$ cat src/rtl/output_store_unit.sv
// output_store_unit: drains the systolic array's accumulators into output SRAM.
// On a STORE request the accumulators are snapshotted, requantized (arithmetic
// shift + saturation) and written row-major through a valid/ready port, then a
// one-cycle store_done pulse is returned to the controller.
module output_store_unit #(
  parameter int ROWS   = 4,
  parameter int COLS   = 4,
  parameter int ACC_W  = 16,
  parameter int OUT_W  = 8,
  parameter int SHIFT  = 0,
  parameter int ADDR_W = 4
) (
  input  logic                        clk,
  input  logic                        rst_n,
  input  logic                        store_en,
  input  logic [ROWS*COLS*ACC_W-1:0]  acc_flat,
  input  logic                        sram_ready,
  output logic                        sram_we,
  output logic [ADDR_W-1:0]           sram_addr,
  output logic [OUT_W-1:0]            sram_wdata,
  output logic                        store_done,
  output logic                        busy
);

  localparam int N = ROWS * COLS;
  localparam logic [ADDR_W-1:0]       LAST_IDX = ADDR_W'(N - 1);
  localparam logic signed [ACC_W-1:0] OUT_MAX  = ACC_W'((1 << (OUT_W - 1)) - 1);
  localparam logic signed [ACC_W-1:0] OUT_MIN  = ~OUT_MAX;

  typedef enum logic [1:0] {
    S_IDLE,
    S_WRITE,
    S_DONE,
    S_HOLD
  } state_t;

  state_t                   r_state;
  logic [ADDR_W-1:0]        r_idx;
  logic                     r_we;
  logic [OUT_W-1:0]         r_wdata;
  logic                     r_done;
  logic                     r_busy;
  logic signed [ACC_W-1:0]  r_snap [N];

  logic [ADDR_W-1:0]        w_next_idx;
  logic [OUT_W-1:0]         w_next_wdata;
  logic [OUT_W-1:0]         w_first_wdata;
  logic                     w_capture;

  // Shift right keeping the sign, then clamp into the signed OUT_W range.
  function automatic logic [OUT_W-1:0] requant(input logic signed [ACC_W-1:0] x);
    logic signed [ACC_W-1:0] y;
    y = x >>> SHIFT;
    if (y > OUT_MAX)      requant = OUT_MAX[OUT_W-1:0];
    else if (y < OUT_MIN) requant = OUT_MIN[OUT_W-1:0];
    else                  requant = y[OUT_W-1:0];
  endfunction

  assign w_capture = (r_state == S_IDLE) && store_en;

  // Next-element data path: element 0 comes from the live bus at capture time
  // (identical to what is being snapshotted), the rest from the snapshot.
  always_comb begin
    w_next_idx    = r_idx + 1'b1;
    w_next_wdata  = requant(r_snap[w_next_idx]);
    w_first_wdata = requant(acc_flat[ACC_W-1:0]);
  end

  // Snapshot of every accumulator, taken on the request edge.
  // NOTE: pure data storage, qualified by w_capture, so it carries no reset;
  // nothing reads it before the first capture writes it.
  always_ff @(posedge clk) begin
    if (w_capture) begin
      for (int i = 0; i < N; i++) begin
        r_snap[i] <= acc_flat[i*ACC_W +: ACC_W];
      end
    end
  end

  // Transfer FSM with registered write-port, done and busy outputs.
  // NOTE: every state element here uses <= so all updates of one edge see
  // the same pre-edge values, whatever order the statements are written in.
  always_ff @(posedge clk or negedge rst_n) begin
    if (!rst_n) begin
      r_state <= S_IDLE;
      r_idx   <= '0;
      r_we    <= 1'b0;
      r_wdata <= '0;
      r_done  <= 1'b0;
      r_busy  <= 1'b0;
    end else begin
      case (r_state)
        S_IDLE: begin
          if (store_en) begin
            r_state <= S_WRITE;
            r_idx   <= '0;
            r_we    <= 1'b1;
            r_wdata <= w_first_wdata;
            r_busy  <= 1'b1;
          end
        end
        S_WRITE: begin
          if (!store_en) begin
            // Abort: already-accepted writes stay in SRAM, no done pulse.
            r_state <= S_IDLE;
            r_we    <= 1'b0;
            r_busy  <= 1'b0;
          end else if (sram_ready) begin
            if (r_idx == LAST_IDX) begin
              r_state <= S_DONE;
              r_we    <= 1'b0;
              r_done  <= 1'b1;
            end else begin
              r_idx   <= w_next_idx;
              r_wdata <= w_next_wdata;
            end
          end
        end
        S_DONE: begin
          r_done <= 1'b0;
          if (store_en) begin
            r_state <= S_HOLD;
          end else begin
            r_state <= S_IDLE;
            r_busy  <= 1'b0;
          end
        end
        S_HOLD: begin
          // Wait for the request to drop so a held store_en cannot retrigger.
          if (!store_en) begin
            r_state <= S_IDLE;
            r_busy  <= 1'b0;
          end
        end
        default: begin
          r_state <= S_IDLE;
          r_we    <= 1'b0;
          r_done  <= 1'b0;
          r_busy  <= 1'b0;
        end
      endcase
    end
  end

  assign sram_we    = r_we;
  assign sram_addr  = r_idx;
  assign sram_wdata = r_wdata;
  assign store_done = r_done;
  assign busy       = r_busy;

endmodule

$ cat config.mk
export PLATFORM = sky130hd
export DESIGN_NAME = output_store_unit
export DESIGN_NICKNAME = d
export VERILOG_FILES = /design/src/rtl/output_store_unit.sv
export SDC_FILE = /design/constraint.sdc
export NUM_CORES = 1
export LEC_CHECK = 0
export BUFFER_PORTS_ARGS = -buffer_cell sky130_fd_sc_hd__clkbuf_2
export CORE_MARGIN = 5
export CORE_UTILIZATION = 38
export DETAILED_ROUTE_END_ITERATION = 12
export GPL_TIMING_DRIVEN = 0
export SLEW_MARGIN = 20
export SYNTH_ARGS = -nofsm -noshare
export SYNTH_HDL_FRONTEND = slang
export SYNTH_SLANG_ARGS = --single-unit
export TNS_END_PERCENT = 20
$ cat constraint.sdc
create_clock -name clk -period 16 [get_ports clk]
set_input_delay 1.6 -clock clk [delete_from_list [all_inputs] [get_ports clk]]
set_output_delay 1.6 -clock clk [all_outputs]
set_load 0.05 [all_outputs]
# Yosys cells after proc, flatten, opt, wreduce, memory -nomap -nowiden

Memories as Yosys holds them, arrays and structs flattened.
Index checks and enable logic that the tools add are counted.

Input bits: 260
Output and inout port bits: 15
Memory bits (writable): 256
Logic and storage cells: 69
Register bits after elaboration: 17
Bits in read-only memories: 0
Latch bits: 0
Memories: 1

Memory list:

| memory | depth | width | rd ports | clocked after Yosys merged registers in | write ports | line | source |
|---|---|---|---|---|---|---|---|
| r_snap | 16    | 16    | 1        | 0                                       | 16          | 43   | `logic signed [ACC_W-1:0] r_snap [N];` |

Add/subtract/negate cells: 1
Multiplexer cells: 34
Bitwise operators: 0
Shift operators: 0
Reductions and logical operators: 10
$mul: 0
Div/mod/pow operators: 0
$lt $le $gt $ge: 4
Eq/ne operators: 13

Operators with widths:

| kind                  | count |
|---|---|
| $mux W8               | 8 |
| $gt A16 B8 Y1 const B | 2 |
| $lt A16 B8 Y1 const B | 2 |
| $mux W4               | 4 |
| $pmux W8 S2           | 1 |
| $ne A2 B2 Y1 const B  | 7 |
| $mux W2               | 6 |
| $reduce_and A4 Y1     | 3 |
| $mux W1               | 10 |
| $pmux W2 S4           | 1 |
| $pmux W4 S2           | 1 |
| $ne A3 B3 Y1 const B  | 2 |
| $pmux W1 S2           | 3 |
| $reduce_and A5 Y1     | 1 |
| $add A4 B1 Y4 const B | 1 |
| $eq A2 B2 Y1 const B  | 2 |
| $eq A4 B4 Y1 const B  | 1 |
| $reduce_bool A2 Y1    | 2 |
| $reduce_or A3 Y1      | 1 |
| $eq A2 B1 Y1 const B  | 1 |
| $logic_not A2 Y1      | 1 |
| $reduce_and A2 Y1     | 1 |
| $logic_and A1 B1 Y1   | 1 |

# Logic depth before layout (Yosys ltp)

Gate-level depths: netlist of the first run.
An unclocked memory read counts as a cell.

Word-level depth: 9
Mapped depth: 10
Mapped depth without buffers: 8

# Worst setup path before layout of the first run

No wires, ideal clock.

Path kind: input to register
Start point: input store_en
End point: memory r_snap[0][0] (enable)
Stages on the path: 2
Arrival: 12.303 ns
Setup time: 0.877 ns
Data required time: 15.123 ns
Path slack: 2.819 ns
Path buffers: 0
Cell sequence: nand2b_1 nor2_1

RTL lines:

| element     | line | source |
|---|---|---|
| from (decl) | 15   | `input logic store_en,` |
| to (decl)   | 43   |  |

# Worst setup path in the final report of the first run

Start point: register r_idx[0], in the netlist sram_addr[0]
End point: register r_wdata[6], in the netlist sram_wdata[6]

Longest elaborated chain between the ends: 9
Elaborated cells on any way between the ends: 13
Those cells by class: 1 x add/sub; 2 x order compare; 2 x eq/ne; 6 x mux; 1 x reduce/logical; 1 x memory

RTL lines:

| element                | line | source |
|---|---|---|
| from (decl)            | 38   | `logic [ADDR_W-1:0] r_idx;` |
| from (signal assigned) | 114  | `r_idx <= w_next_idx;` |
| $add A4 B1 Y4          | 64   | `w_next_idx = r_idx + 1'b1;` |
| $mem_v2 Z16 W16        | -    |  |
| $lt A16 B8 Y1          | 55   | `else if (y < OUT_MIN) requant = OUT_MIN[OUT_W-1:0];` |
| $mux W8                | 55   |  |
| $mux W8                | 54   | `if (y > OUT_MAX) requant = OUT_MAX[OUT_W-1:0];` |
| $mux W8                | 109  | `if (r_idx == LAST_IDX) begin` |
| $mux W8                | 108  | `end else if (sram_ready) begin` |
| $mux W8                | 103  | `if (!store_en) begin` |
| $pmux W8 S2            | 92   | `case (r_state)` |
| to (signal assigned)   | 98   | `r_wdata <= w_first_wdata;` |
| to (signal assigned)   | 115  | `r_wdata <= w_next_wdata;` |
| to (decl)              | 40   | `logic [OUT_W-1:0] r_wdata;` |

Parallel ways exist; a longest one is shown, timed or not. The select of a mux whose other input is x is not followed.
A chain may end at the register's enable or synchronous reset.

==> out/results.ini, run 1 <==
[outcome]
status=completed

[yosys]
netlist_top_cells_count=edfxtp_1, mux2i_1, mux4_2
yosysTopAreaCell=edfxtp_1
synth_top_area_share_pct=71.4
ys.flop_type=edfxtp_1
yosys.cell_count.top_type=edfxtp_1
synth_cell_types=34
synth_edf_count=256
postSynthCellCount=522
syn_area_per_cell_sq_um=20.6
synthesis.nets=783
seq_area_frac_synth_pct=75.3
async_flop_share_pct=6.23
yosys_warnings=0
netlist_area_sq_um=10800
netlist_top_cells_area=edfxtp_1, mux4_2, mux2i_1, dfrtp_1, mux4_1
synth_seq_cells=273

[clocking]
htree_levels=1
post_cts_buffers=0
clk_latency_ns=0.55
cts_tree=yes
clockRootBuffer=clkbuf_16
cts_hold_buf=0
numClockSinks=273
clk_pin_slew_ns=0.06
cts_buffer_depth=3
cts_made_buffers=30
ctsResizeCount=0

[grt]
antenna_found_initial=1
grt_pass1_vias=6448
grt_max_degree=30
grt_usage_pct=16.2
grt_overflow_total=0
grt_pass1_wl_um=38500

[routing]
drt_iter0_drc=332
wl_um=26200
drtAntennaViolNets=0
drc=0
dr.pass1.iters=5
routedWlPerCell_um=21.2
vias=5966
routed_via_density=4.82

[floorplan]
chipHeight_um=178
die_w_um=178
die_area_sq_um=31800
core_sq_um=27900
initial_core_util_pct=38.7
fp-row-count=61
ios=275

[run]
maxCapViolCount=0

[finish]
diodes=0
drive_above_1_share_pct=47.0
n_fill_cell=2332
area_growth_pct=28.6
nNetsFinal=1099
final_util_pct=49.7

[placed_design]
dp_hpwl_um=19400
place_congestion=0.757
port_buffers=274

[worst_setup_path]
start_kind=flip-flop
arrival_ns=3.81
crit_fanout=10
cp-end-kind=flip-flop
worstPathRequired_ns=16.49
worstSetupPathType=flip-flop to flip-flop

[timing]
slew_viol_final=0
maxSlewHeadroom_pct=46.9
worst_pin_slew_ns=0.796
worst_hold_slack_ns=0.492
finalHoldViolCount=0
setup_violations=0
post-route-period-util_pct=20.8
period_needed_ns=3.32
rsz0062_at_grt=false
fin_worst_skew_ns=0.0145
max_freq_mhz=301

[pwr]
switching_share_pct=24.9
power.share.sequential_pct=45.7
p_comb_share_pct=16.4
ir_worst_vdd_v=0.000108
p_per_area_nw_per_um2=132
p_int_mw=1.37
p_sw_uw=455
pwr-share-clk_pct=37.9
power_leakage_nw=5.26

[worst_hold_path]
hp-class=flip-flop to flip-flop

power groups by stage:
stage	Clock [mW]	Combinational, mW	Sequential [mW]
6_report	0.692	0.299	0.835
5_1_grt	0.742	0.324	0.837
4_1_cts	0.711	0.307	0.835
3_5_place_dp	0	0.306	0.850
3_3_place_gp	0	0.299	0.865
2_1_floorplan	0	0.164	0.884
cell type report:
cell class	count	area, sq um	share of cell area [%]
clock inverters	20	213	1.54
multi-input cells	222	2490	18.0
repair buffers	284	1600	11.6
inverters	3	13.8	0.0994
well taps	378	473	3.41
flip-flops and latches	273	8110	58.6
plain buffers	24	155	1.12
clock buffers	34	787	5.68
placed cells by master (no fill, tap or decap), drive strengths merged:
cell,Yosys,routed
a211oi,7,7
a21o,2,2
a21oi,19,19
a31oi,2,2
a32oi,7,7
and2,7,7
buf,17,27
bufinv,0,4
clkbuf,7,315
clkinv,0,13
clkinvlp,0,2
dfrtp,17,17
edfxtp,256,256
ha,1,1
inv,3,4
maj3,1,1
mux2i,55,55
mux4,57,57
nand2,23,23
nand2b,2,2
nand3,4,4
nand4,5,5
nor2,6,6
nor2b,2,2
nor4,4,4
o21a,1,1
o21ai,14,14
o31ai,1,1
xor2,2,2
worst max-delay path: stages (launching register included):
cell     delay [ns]
dfrtp_1        0.44
ha_1           0.32
xor2_2         0.45
buf_6          0.28
mux4_1         0.62
mux2i_1        0.23
nor4_1         0.09
a21oi_1        0.57
o21ai_0        0.16
nand2_1        0.10
flip-flops by register name, summed over array words and instances, names as in the netlist:
signal      cells
r_snap        256
sram_wdata      8
sram_addr       4
r_state         2
busy            1
sram_we         1
store_done      1
cells by family (layout without fill, tap and decap cells):
kind of cell / after synthesis / in the layout / share of synthesized area [%]
DFF: 273 / 273 / 75.3
muxes: 112 / 112 / 17.2
AOI/OAI and AO/OA: 53 / 53 / 3.02
and+or+nand+nor: 53 / 53 / 2.36
buffers and inverters: 27 / 365 / 1.57
adders and majority gates: 2 / 2 / 0.209
xor gates and xnor gates: 2 / 2 / 0.302
metrics by stage:
stage | std cells | TNS, ns | setup WS [ns] | total power, mW | area, sq um
after floorplan | 522 | 0 | 2.82 | 1.05 | 10800
after global placement | 1174 | -420.20 | -1.67 | 1.16 | 12600
after detailed placement | 1184 | 0 | 12.51 | 1.16 | 12900
after CTS | 1238 | 0 | 12.56 | 1.85 | 13900
after global routing | 1238 | 0 | 12.37 | 1.90 | 13900
final | 1238 | 0 | 12.68 | 1.83 | 13900
layer usage:
layer | GRT usage [%] | up-vias | share of wire (%)
li1 | - | 2808 | -
met1 | 21.4 | 2883 | 41
met2 | 27.0 | 235 | 48
met3 | 4.43 | 38 | 8.8
met4 | 3.33 | 2 | 2.0
met5 | 0 | - | 0.050
final timing paths:
check / startpoint / end / slack (ns) / cells after the start
setup / recovery: sram_addr[0] / sram_wdata[6] / 12.68 / 9
hold / removal: sram_wdata[4] / sram_wdata[4] / 0.49 / 2
setup reg to reg: sram_addr[0] / sram_wdata[6] / 12.68 / 9
hold reg to reg: sram_wdata[4] / sram_wdata[4] / 0.49 / 2
max in group asynchronous: rst_n / r_state[0] / 14.69 / 1
min in group asynchronous: rst_n / sram_wdata[3] / 0.99 / 1
No activity file was read; power rests on OpenSTA's default activity.
==> inputs of run 2 (changes only) <==
--- a/config.mk
+++ b/config.mk
@@ -5,6 +5,7 @@
 export SDC_FILE = /design/constraint.sdc
 export NUM_CORES = 1
 export LEC_CHECK = 0
+export ABC_AREA = 1
 export BUFFER_PORTS_ARGS = -buffer_cell sky130_fd_sc_hd__clkbuf_2
 export CORE_MARGIN = 5
 export CORE_UTILIZATION = 38
==> constraint.sdc (replaced) <==
create_clock -name clk -period 2.8 [get_ports clk]
set_input_delay 0.28 -clock clk [delete_from_list [all_inputs] [get_ports clk]]
set_output_delay 0.28 -clock clk [all_outputs]
set_load 0.05 [all_outputs]
==> run 2 against run 1 <==
Against the previous run: sequential power grew to 5.7 times the previous value; fmax rose by 27%; total power rose to 6.3 times the previous value; via count rose by 59%; flip-flop and latch count unchanged; global-route usage is 6.4 points higher; combinational power grew to 9.7 times the previous value; clock-buffer cell count increased by 1; die area grew 4.3%; final area grew 22%; critical path depth is 4 higher; worst hold slack got worse by 0.45 ns; largest power group unchanged; highest routed layer is now met4.
==> out/results.ini, run 2 <==
[pwr]
p_int_mw=8.03  ; +490%
power_leakage_nw=7.09  ; +35%
ir_worst_vdd_v=0.000517  ; +380%
p_sw_mw=3.55  ; +680%
power.share.sequential_pct=41.3  ; -4.4 points
switching_share_pct=30.6  ; +5.7 points
p_per_area_nw_per_um2=685  ; +420%
p_comb_share_pct=25.2  ; +8.8 points
pwr-share-clk_pct=33.5  ; -4.4 points

[grt]
grt_max_degree=36  ; +20%
grt_pass1_vias=10200  ; +58%
grt_pass1_wl_um=57900  ; +50%
antenna_found_initial=0  ; -1
grt_usage_pct=22.6  ; +6.4 points
grt_overflow_total=0  ; unchanged

[clocking]
htree_levels=1  ; unchanged
numClockSinks=273  ; unchanged
cts_made_buffers=30  ; unchanged
cts_buffer_depth=3  ; unchanged
clockRootBuffer=clkbuf_16
clk_latency_ns=0.55  ; about the same
clk_pin_slew_ns=0.06  ; about the same
cts_tree=yes
post_cts_buffers=0  ; unchanged

[finish]
largest_reg_flops=256  ; unchanged
mostFrequentLayoutCell=clkbuf_2
regMostFlops=r_snap
most-common-layout-cells=clkbuf_2, dlygate4sd3_1, edfxtp_1
nNetsFinal=1796  ; +63%
drive_above_1_share_pct=24.5  ; -22 points
area_growth_pct=49.9
n_fill_cell=2426  ; +4.0%
diodes=0  ; unchanged
instances_no_fill=1948  ; +57%

[yosys]
seq_area_frac_synth_pct=72.0  ; -3.3 points
synthMuxAreaShare_pct=0  ; -17 points
synth_seq_cells=273  ; unchanged
yosys_warnings=0  ; unchanged
synth_top_family_by_area=simple AND/OR/NAND/NOR gates
netlist_top_cells_area=edfxtp_1, nand2_1, nand3_1, dfrtp_1, o21ai_0
synthAdderAreaFrac_pct=0.200  ; -0.0092 points
synth-compound-area-share_pct=6.82  ; +3.8 points
synthesis.nets=1226  ; +57%
syn_area_per_cell_sq_um=11.7  ; -43%
synth_cell_types=31  ; -8.8%
postSynthCellCount=965  ; +85%
netlist_area_sq_um=11300  ; +4.6%
synth_edf_count=256  ; unchanged
synth-simple-area-share_pct=15.8  ; +13 points
yosysTopAreaCell=edfxtp_1
async_flop_share_pct=6.23  ; unchanged
netlist_top_cells_count=edfxtp_1, nand2_1, nand3_1
ys.flop_type=edfxtp_1
yosys.cell_count.top_type=edfxtp_1
synth_xor_area_share_pct=0.578  ; +0.28 points
synth_top_area_share_pct=68.2  ; -3.1 points

[timing]
slew_viol_final=0  ; unchanged
post-route-period-util_pct=93.2  ; +72 points
rsz0062_at_grt=false
worst_hold_slack_ns=0.0434  ; -0.449 ns
setup_slack_ns=0.189  ; -12.49 ns
maxSlewHeadroom_pct=50.3  ; +3.4 points
finalHoldViolCount=0  ; unchanged
worst_pin_slew_ns=0.743  ; -0.0525 ns
fin_worst_skew_ns=0.0124  ; -0.00211 ns
max_freq_mhz=383  ; +27%
period_needed_ns=2.61  ; -0.711 ns
setup_violations=0  ; unchanged

[worst_setup_path]
worstSetupPathType=flip-flop to flip-flop
cp.buffers_inverters=5  ; +4
critPathMaxStageDelay_ns=0.38  ; -0.24 ns
path_cells=buf_2, buf_4, buf_4, buf_2, buf_2, nor2_1, o221ai_1, nand3_1, nand2_1, nand2_1, nand3_1, nand2_1, nand2_1
start_kind=flip-flop
worstPathRequired_ns=3.29  ; -13.20 ns
crit_top_cell=nand2_1
crit_fanout=10  ; unchanged
r2r_cells=13  ; +4
cp-end-kind=flip-flop
path_depth=13  ; +4
cp_slowest_cell=dfrtp_1
arrival_ns=3.10  ; -0.71 ns
cpLargestDelayFamily=buffers and inverters

[floorplan]
chipHeight_um=182  ; +2.2%
fp-row-count=63  ; +3.3%
die_w_um=182  ; +2.2%
initial_core_util_pct=38.2  ; -0.44 points
core_sq_um=29500  ; +5.8%
ios=275  ; unchanged
die_area_sq_um=33200  ; +4.3%

[worst_hold_path]
holdPathStages=2  ; unchanged
hp-class=input port to flip-flop

[placed_design]
place_congestion=0.823  ; +8.6%
port_buffers=274  ; unchanged
pre_cts_slack_ns=-0.150  ; -12.66 ns
dp.cells=1637  ; +38%
dp_hpwl_um=24700  ; +27%

[routing]
dr.pass1.iters=5  ; unchanged
routedWlPerCell_um=19.6  ; -7.2%
vias=9504  ; +59%
drtAntennaViolNets=0  ; unchanged
routed_via_density=4.88  ; +1.2%
drc=0  ; unchanged
wl_um=38300  ; +46%
drt_iter0_drc=780  ; +130%

[outcome]
status=completed

[run]
maxCapViolCount=0  ; unchanged

==> run 2: cell count changes after synthesis, sizes merged, moves of 12 or more <==
| cell | before | now |
|---|---|---|
| mux2i | 55 | 0 |
| nand2 | 23 | 239 |
| buf | 17 | 29 |
| mux4 | 57 | 0 |
| nand3 | 4 | 101 |
| clkbuf | 7 | 23 |
| nor2 | 6 | 92 |
| inv | 3 | 71 |
| o21ai | 14 | 76 |
| o221ai | 0 | 28 |
==> run 2: final timing paths <==
check / start / endpoint / slack, ns
max in group asynchronous: rst_n / sram_addr[3] / 2.26
worst min register to register: sram_wdata[0] / sram_wdata[0] / 0.48
worst min-delay path: store_en / busy / 0.04
worst max register to register: sram_addr[0] / sram_wdata[1] / 0.19
worst max-delay path: sram_addr[0] / sram_wdata[1] / 0.19
min in group asynchronous: rst_n / busy / 0.21
==> run 2: power by group through the flow <==
stage                     clock network (mW)  logic [mW]  registers (mW)
after floorplan                            0        1.40            5.04
after global placement                     0        2.51            4.90
after detailed placement                   0        2.57            4.86
after CTS                               3.94        2.87            4.78
after global routing                    4.11        3.20            4.80
final                                   3.88        2.91            4.78
==> run 2: metrics by stage <==
step | TNS (ns) | utilization [%] | total power [mW] | instance area [sq um]
final | 0 | 57.3 | 11.6 | 16900
after global routing | 0 | 57.3 | 12.1 | 16900
after CTS | 0 | 57.1 | 11.6 | 16800
after detailed placement | -0.686 | 45.1 | 7.43 | 13300
after global placement | -938.80 | 44.6 | 7.41 | 13100
after floorplan | -492.18 | - | 6.44 | 11300
==> run 2: area by class of cell <==
| type | count | area (sq um) | share of cell area, % |
|---|---|---|---|
| multi-input combinational | 568 | 2660 | 15.8 |
| timing repair buffer | 539 | 4110 | 24.3 |
| tap | 390 | 488 | 2.89 |
| inverter | 72 | 274 | 1.62 |
| clock inverter | 20 | 170 | 1.01 |
| sequential | 273 | 8110 | 48.0 |
| clock buffer | 35 | 791 | 4.68 |
| buffer | 51 | 280 | 1.66 |
==> run 2: repair_timing <==
item | in CTS | in global routing
hold endpoints to repair | 273 | 0
resized for setup | 6 | 38
setup endpoints to repair | 7 | 7
hold buffers | 257 | 0
==> run 2: cells by family after synthesis <==
group / after synthesis
fa+ha+maj: 2
simple gates: 436
buf+inv: 124
xor+xnor: 4
flops: 273
compound gates: 126
==> run 2: routing by layer <==
layer	track usage (%)	up-vias	part of all wire, %
met4	6.30	0	2.9
met1	28.2	4482	39
li1	-	4514	-
met3	5.22	74	8.3
met2	39.5	434	50
met5	0	-	0
